===== src/rtl/hs_reg_slice.sv =====
// hs_reg_slice: parametrised valid/ready register slice with bypass, forward, skid and full modes
module hs_reg_slice #(
  parameter int WIDTH = 8,
  parameter int DEPTH = 1,
  parameter int MODE = 3,
  localparam int OW = $clog2(2*DEPTH+1)
) (
  input  logic             clk,
  input  logic             rst,
  input  logic             m_valid,
  output logic             m_ready,
  input  logic [WIDTH-1:0] m_data,
  output logic             s_valid,
  input  logic             s_ready,
  output logic [WIDTH-1:0] s_data,
  output logic [OW-1:0]    occupancy
);
  if (MODE == 0) begin : g_bypass
    assign s_valid = rst && m_valid;
    assign s_data = rst ? m_data : '0;
    assign m_ready = rst && s_ready;
    assign occupancy = '0;
  end else begin : g_chain
    logic v [DEPTH+1];
    logic r [DEPTH+1];
    logic [WIDTH-1:0] d [DEPTH+1];
    logic [OW-1:0] occ;
    assign v[0] = m_valid;
    assign d[0] = m_data;
    assign r[DEPTH] = s_ready;
    // outputs are gated so nothing is offered or accepted while rst is low
    assign m_ready = rst && r[0];
    assign s_valid = rst && v[DEPTH];
    assign s_data = rst ? d[DEPTH] : '0;
    assign occupancy = occ;
    always_ff @(posedge clk)
      if (!rst) occ <= '0;
      else occ <= occ + OW'(m_valid && m_ready) - OW'(s_valid && s_ready);
    for (genvar k = 0; k < DEPTH; k++) begin : g_stage
      if (MODE == 1) begin : g_fwd
        logic ov;
        logic [WIDTH-1:0] od;
        assign r[k] = r[k+1] || !ov;
        assign v[k+1] = ov;
        assign d[k+1] = od;
        always_ff @(posedge clk)
          if (!rst) begin
            ov <= 1'b0;
            od <= '0;
          end else if (r[k]) begin
            ov <= v[k];
            od <= v[k] ? d[k] : od;
          end
      end else if (MODE == 2) begin : g_skid
        logic skid_full, rdy;
        logic [WIDTH-1:0] skid_data;
        assign r[k] = rdy;
        assign v[k+1] = skid_full || v[k];
        assign d[k+1] = skid_full ? skid_data : d[k];
        always_ff @(posedge clk)
          if (!rst) begin
            skid_full <= 1'b0;
            rdy <= 1'b1;
            skid_data <= '0;
          end else if (v[k] && rdy && !r[k+1]) begin
            skid_full <= 1'b1;
            rdy <= 1'b0;
            skid_data <= d[k];
          end else if (skid_full && r[k+1]) begin
            skid_full <= 1'b0;
            rdy <= 1'b1;
          end
      end else begin : g_full
        logic [1:0] cnt, cnt_n;
        logic rdy, push, pop;
        logic [WIDTH-1:0] e0, e1;
        assign push = v[k] && rdy;
        assign pop = (cnt != 2'd0) && r[k+1];
        assign cnt_n = cnt + {1'b0, push} - {1'b0, pop};
        assign r[k] = rdy;
        assign v[k+1] = cnt != 2'd0;
        assign d[k+1] = e0;
        // e0 is the head entry; e1 only matters once two words are held
        always_ff @(posedge clk)
          if (!rst) begin
            cnt <= 2'd0;
            rdy <= 1'b1;
            e0 <= '0;
            e1 <= '0;
          end else begin
            cnt <= cnt_n;
            rdy <= cnt_n != 2'd2;
            e0 <= (push && (cnt == 2'd0 || (pop && cnt == 2'd1))) ? d[k] : pop ? e1 : e0;
            e1 <= push ? d[k] : e1;
          end
      end
    end
  end
endmodule


===== config.mk =====
export PLATFORM = sky130hd
export DESIGN_NAME = hs_reg_slice
export DESIGN_NICKNAME = d
export VERILOG_FILES = /design/src/rtl/hs_reg_slice.sv
export SDC_FILE = /design/constraint.sdc
export NUM_CORES = 1
export LEC_CHECK = 0
export CELL_PAD_IN_SITES_DETAIL_PLACEMENT = 2
export CELL_PAD_IN_SITES_GLOBAL_PLACEMENT = 2
export CORE_ASPECT_RATIO = 2
export CORE_MARGIN = 4
export CORE_UTILIZATION = 28
export CTS_BUF_LIST = sky130_fd_sc_hd__clkbuf_8 sky130_fd_sc_hd__clkbuf_16
export CTS_CLUSTER_DIAMETER = 200
export DETAILED_ROUTE_END_ITERATION = 10
export PLACE_DENSITY = 0.81
export SYNTH_ARGS = -nofsm -noshare
export SYNTH_HDL_FRONTEND = slang
export SYNTH_SLANG_ARGS = --single-unit

===== constraint.sdc =====
create_clock -name clk -period 2.6 [get_ports clk]
set_clock_uncertainty 0.1 [all_clocks]
set_input_delay 0.39 -clock clk [delete_from_list [all_inputs] [get_ports clk]]
set_output_delay 0.39 -clock clk [all_outputs]
set_load 0.05 [all_outputs]

==> results.json <==
{
  "drt.antenna.violating_nets": 0,
  "critPathKind": "input pin to flop",
  "row_count": 30,
  "cts_tree": "done",
  "antenna_found_initial": 0,
  "finalWorstPathRequiredPeriod_ns": 2.354,
  "syn-cell-area_um2": 1027,
  "vdd_drop_max_mv": 0.5949,
  "crit_path_cell_trace": "clkdlybuf4s50_1 -> o21ai_2 -> clkinv_1 -> and2_1 -> ha_1 -> inv_1 -> ha_1 -> xnor2_1 -> and2_1",
  "crit_path_end_kind": "flop",
  "syn_to_final_growth_pct": 39.83,
  "layout_setup_ws_ns": 0.2456,
  "clkLatencyLatePin_ns": 0.26,
  "critPathLaunch": "s_ready",
  "worstMarginPinSlew_ns": 0.5022,
  "synth.area.top_cells": "dfxtp_1 (41%), nand2_1 (12%), and2_1 (8.5%), o41ai_1 (6.8%), a21boi_0 (5.8%)",
  "clock-sinks": 21,
  "cp_slowest_cell": "clkdlybuf4s50_1",
  "num_vias": 969,
  "fmax_mhz": 424.7,
  "diodes": 0,
  "setup_viol_count_final": 0,
  "core_um2": 3453,
  "grt_pass1_wl_um": 5340,
  "cap_violations": 0,
  "r2r_end": "occupancy[1]",
  "drtIter0Drc": 9,
  "totalWireLength_um": 3162,
  "final_cell_mix": "nand2_1 (33), dfxtp_1 (21), and2_1 (14)",
  "layout_commonest_cell": "nand2_1",
  "cts_buffers": 3,
  "rr_worst_depth": 8,
  "required_ns": 2.66,
  "crit_path_end": "occupancy[1]",
  "avgSynthCellArea_um2": 8.705,
  "power.leakage_nw": 0.5587,
  "fin_util_pct": 41.59,
  "cts_root_buf": "clkbuf_8",
  "hold_class": "flop to flop",
  "drc": 0,
  "cts_buffer_depth": 2,
  "maxSlewViolCount": 0,
  "grt_pass1_vias": 1068,
  "syn_nets": 134,
  "post_cts_resized": 0,
  "critPathLaunchType": "input pin",
  "dp_slack_ns": 0.01025,
  "grt_util_all_layers_pct": 14.90,
  "synth_top_cell_by_area": "dfxtp_1",
  "ys_warn_count": 0,
  "synth.top_cell.area_share_pct": 40.93,
  "arrival_ns": 2.41,
  "r2r_start": "g_chain.g_stage[0].g_full.cnt[0]",
  "drtPass1Iterations": 4,
  "final_nets": 159,
  "ios": 24,
  "crit_fanout": 9,
  "grt_setup_unrepaired": "no",
  "wl_per_cell_um": 16.64,
  "grt-ovfl-total": 0,
  "fill_cells": 407,
  "ys_ff_latch": 21,
  "synth_cell_types": 22,
  "dp_hpwl_um": 2373,
  "instances_no_fill": 190,
  "syn_inst": 118,
  "clk_pin_slew_ns": 0.08,
  "gp_congestion": 0.7545,
  "drt-vias-per-instance": 5.100,
  "r2r_slack_ns": 0.29,
  "post-place-cells": 186,
  "maxSlewHeadroom_pct": 66.42,
  "power_density_nw_per_um2": 1000,
  "fin_setup_tns_ns": 0,
  "power.total_mw": 1.437,
  "htree_num_levels": 1,
  "final_layout_size_suffix_gt1_share_pct": 14.79,
  "cts-hold-fix-buffers": 0,
  "die_area_um2": 4761,
  "die_h_um": 93.66,
  "cpPeakStageDelay_ns": 0.44,
  "port_buffers": 23,
  "grt_max_degree": 19,
  "fin_crit_sh_pct": 90.56,
  "cts_setup_buffers": 0,
  "synth_seq_area_share_pct": 40.93,
  "hold_violations": 0,
  "status": "finished clean",
  "start_util_pct": 29.75,
  "chipWidth_um": 50.83
}
==> worst max-delay path, delay by kind of cell <==
kind / cells / cell delay [ns]
xor+xnor: 1 / 0.14
compound gates: 1 / 0.20
fa+ha+maj: 2 / 0.47
buf+inv: 3 / 0.80
simple gates: 2 / 0.42
==> sequential cells by signal, indices dropped and copies added, names as in the netlist <==
signal and cells:
g_chain.g_stage.g_full.e1 8, g_chain.g_stage.g_full.rdy 1, g_chain.g_stage.g_full.e0 8, occupancy 2, g_chain.g_stage.g_full.cnt 2
==> report_power, final <==
part	total (mW)	switching, mW	leakage [nW]	internal [mW]
registers	0.467	0.0558	0.173	0.411
clock network	0.217	0.112	0.0269	0.105
logic	0.753	0.436	0.358	0.318
==> metrics by stage <==
step	instance area, um^2	hold WS [ns]
detailed placement	1391	0.3675
CTS	1436	0.3839
floorplan	1027	0.3426
global route	1436	0.4010
global placement	1391	0.3572
finish	1436	0.3806
==> cell type report <==
class	count	area [um^2]	area share, %
Sequential cell	21	420.4	29.27
Multi-Input combinational cell	85	523.0	36.41
Timing Repair Buffer	28	367.9	25.61
Tap cell	48	60.06	4.181
Inverter	4	20.02	1.394
Clock inverter	1	3.754	0.2613
Clock buffer	3	41.29	2.875
==> synth_stat cells, drive strengths merged <==
master	instances
nand2	33
buf	6
a31oi	8
a21boi	8
dfxtp	21
xnor2	4
o41ai	8
o21a	1
nand3b	1
o21ai	1
and2b	1
or3	1
inv	3
clkbuf	2
and2	15
clkinv	1
ha	4
==> cells by family (layout without fill, tap and decap cells) <==
logic type / count (synthesis) / count (layout) / synth area share [%]
compound gates: 26 / 26 / 19.12
xor+xnor: 4 / 4 / 3.410
fa+ha+maj: 4 / 4 / 4.872
buf+inv: 12 / 36 / 8.161
flops: 21 / 21 / 40.93
simple gates: 51 / 51 / 23.51
==> worst min path at each step <==
stage | cells after the start | startpoint | slack (ns) | endpoint
5_1_grt | 2 | g_chain.g_stage[0].g_full.e0[5] | 0.40 | g_chain.g_stage[0].g_full.e0[5]
3_5_place_dp | 2 | g_chain.g_stage[0].g_full.e0[5] | 0.37 | g_chain.g_stage[0].g_full.e0[5]
4_1_cts | 2 | g_chain.g_stage[0].g_full.e0[5] | 0.38 | g_chain.g_stage[0].g_full.e0[5]
3_3_place_gp | 2 | g_chain.g_stage[0].g_full.e0[0] | 0.36 | g_chain.g_stage[0].g_full.e0[0]
6_report | 2 | g_chain.g_stage[0].g_full.e0[5] | 0.38 | g_chain.g_stage[0].g_full.e0[5]
2_1_floorplan | 2 | g_chain.g_stage[0].g_full.e0[0] | 0.34 | g_chain.g_stage[0].g_full.e0[0]
==> routing by layer <==
| layer | global-route usage, % | share of wire [%] | up-vias |
|---|---|---|---|
| met2 | 26.86 | 55 | 23 |
| met5 | 0 | 0 | - |
| met4 | 8.315 | 3.6 | 0 |
| met1 | 15.69 | 38 | 485 |
| li1 | - | - | 449 |
| met3 | 2.703 | 3.3 | 12 |
Note: power is estimated with default switching activity, not from simulation.
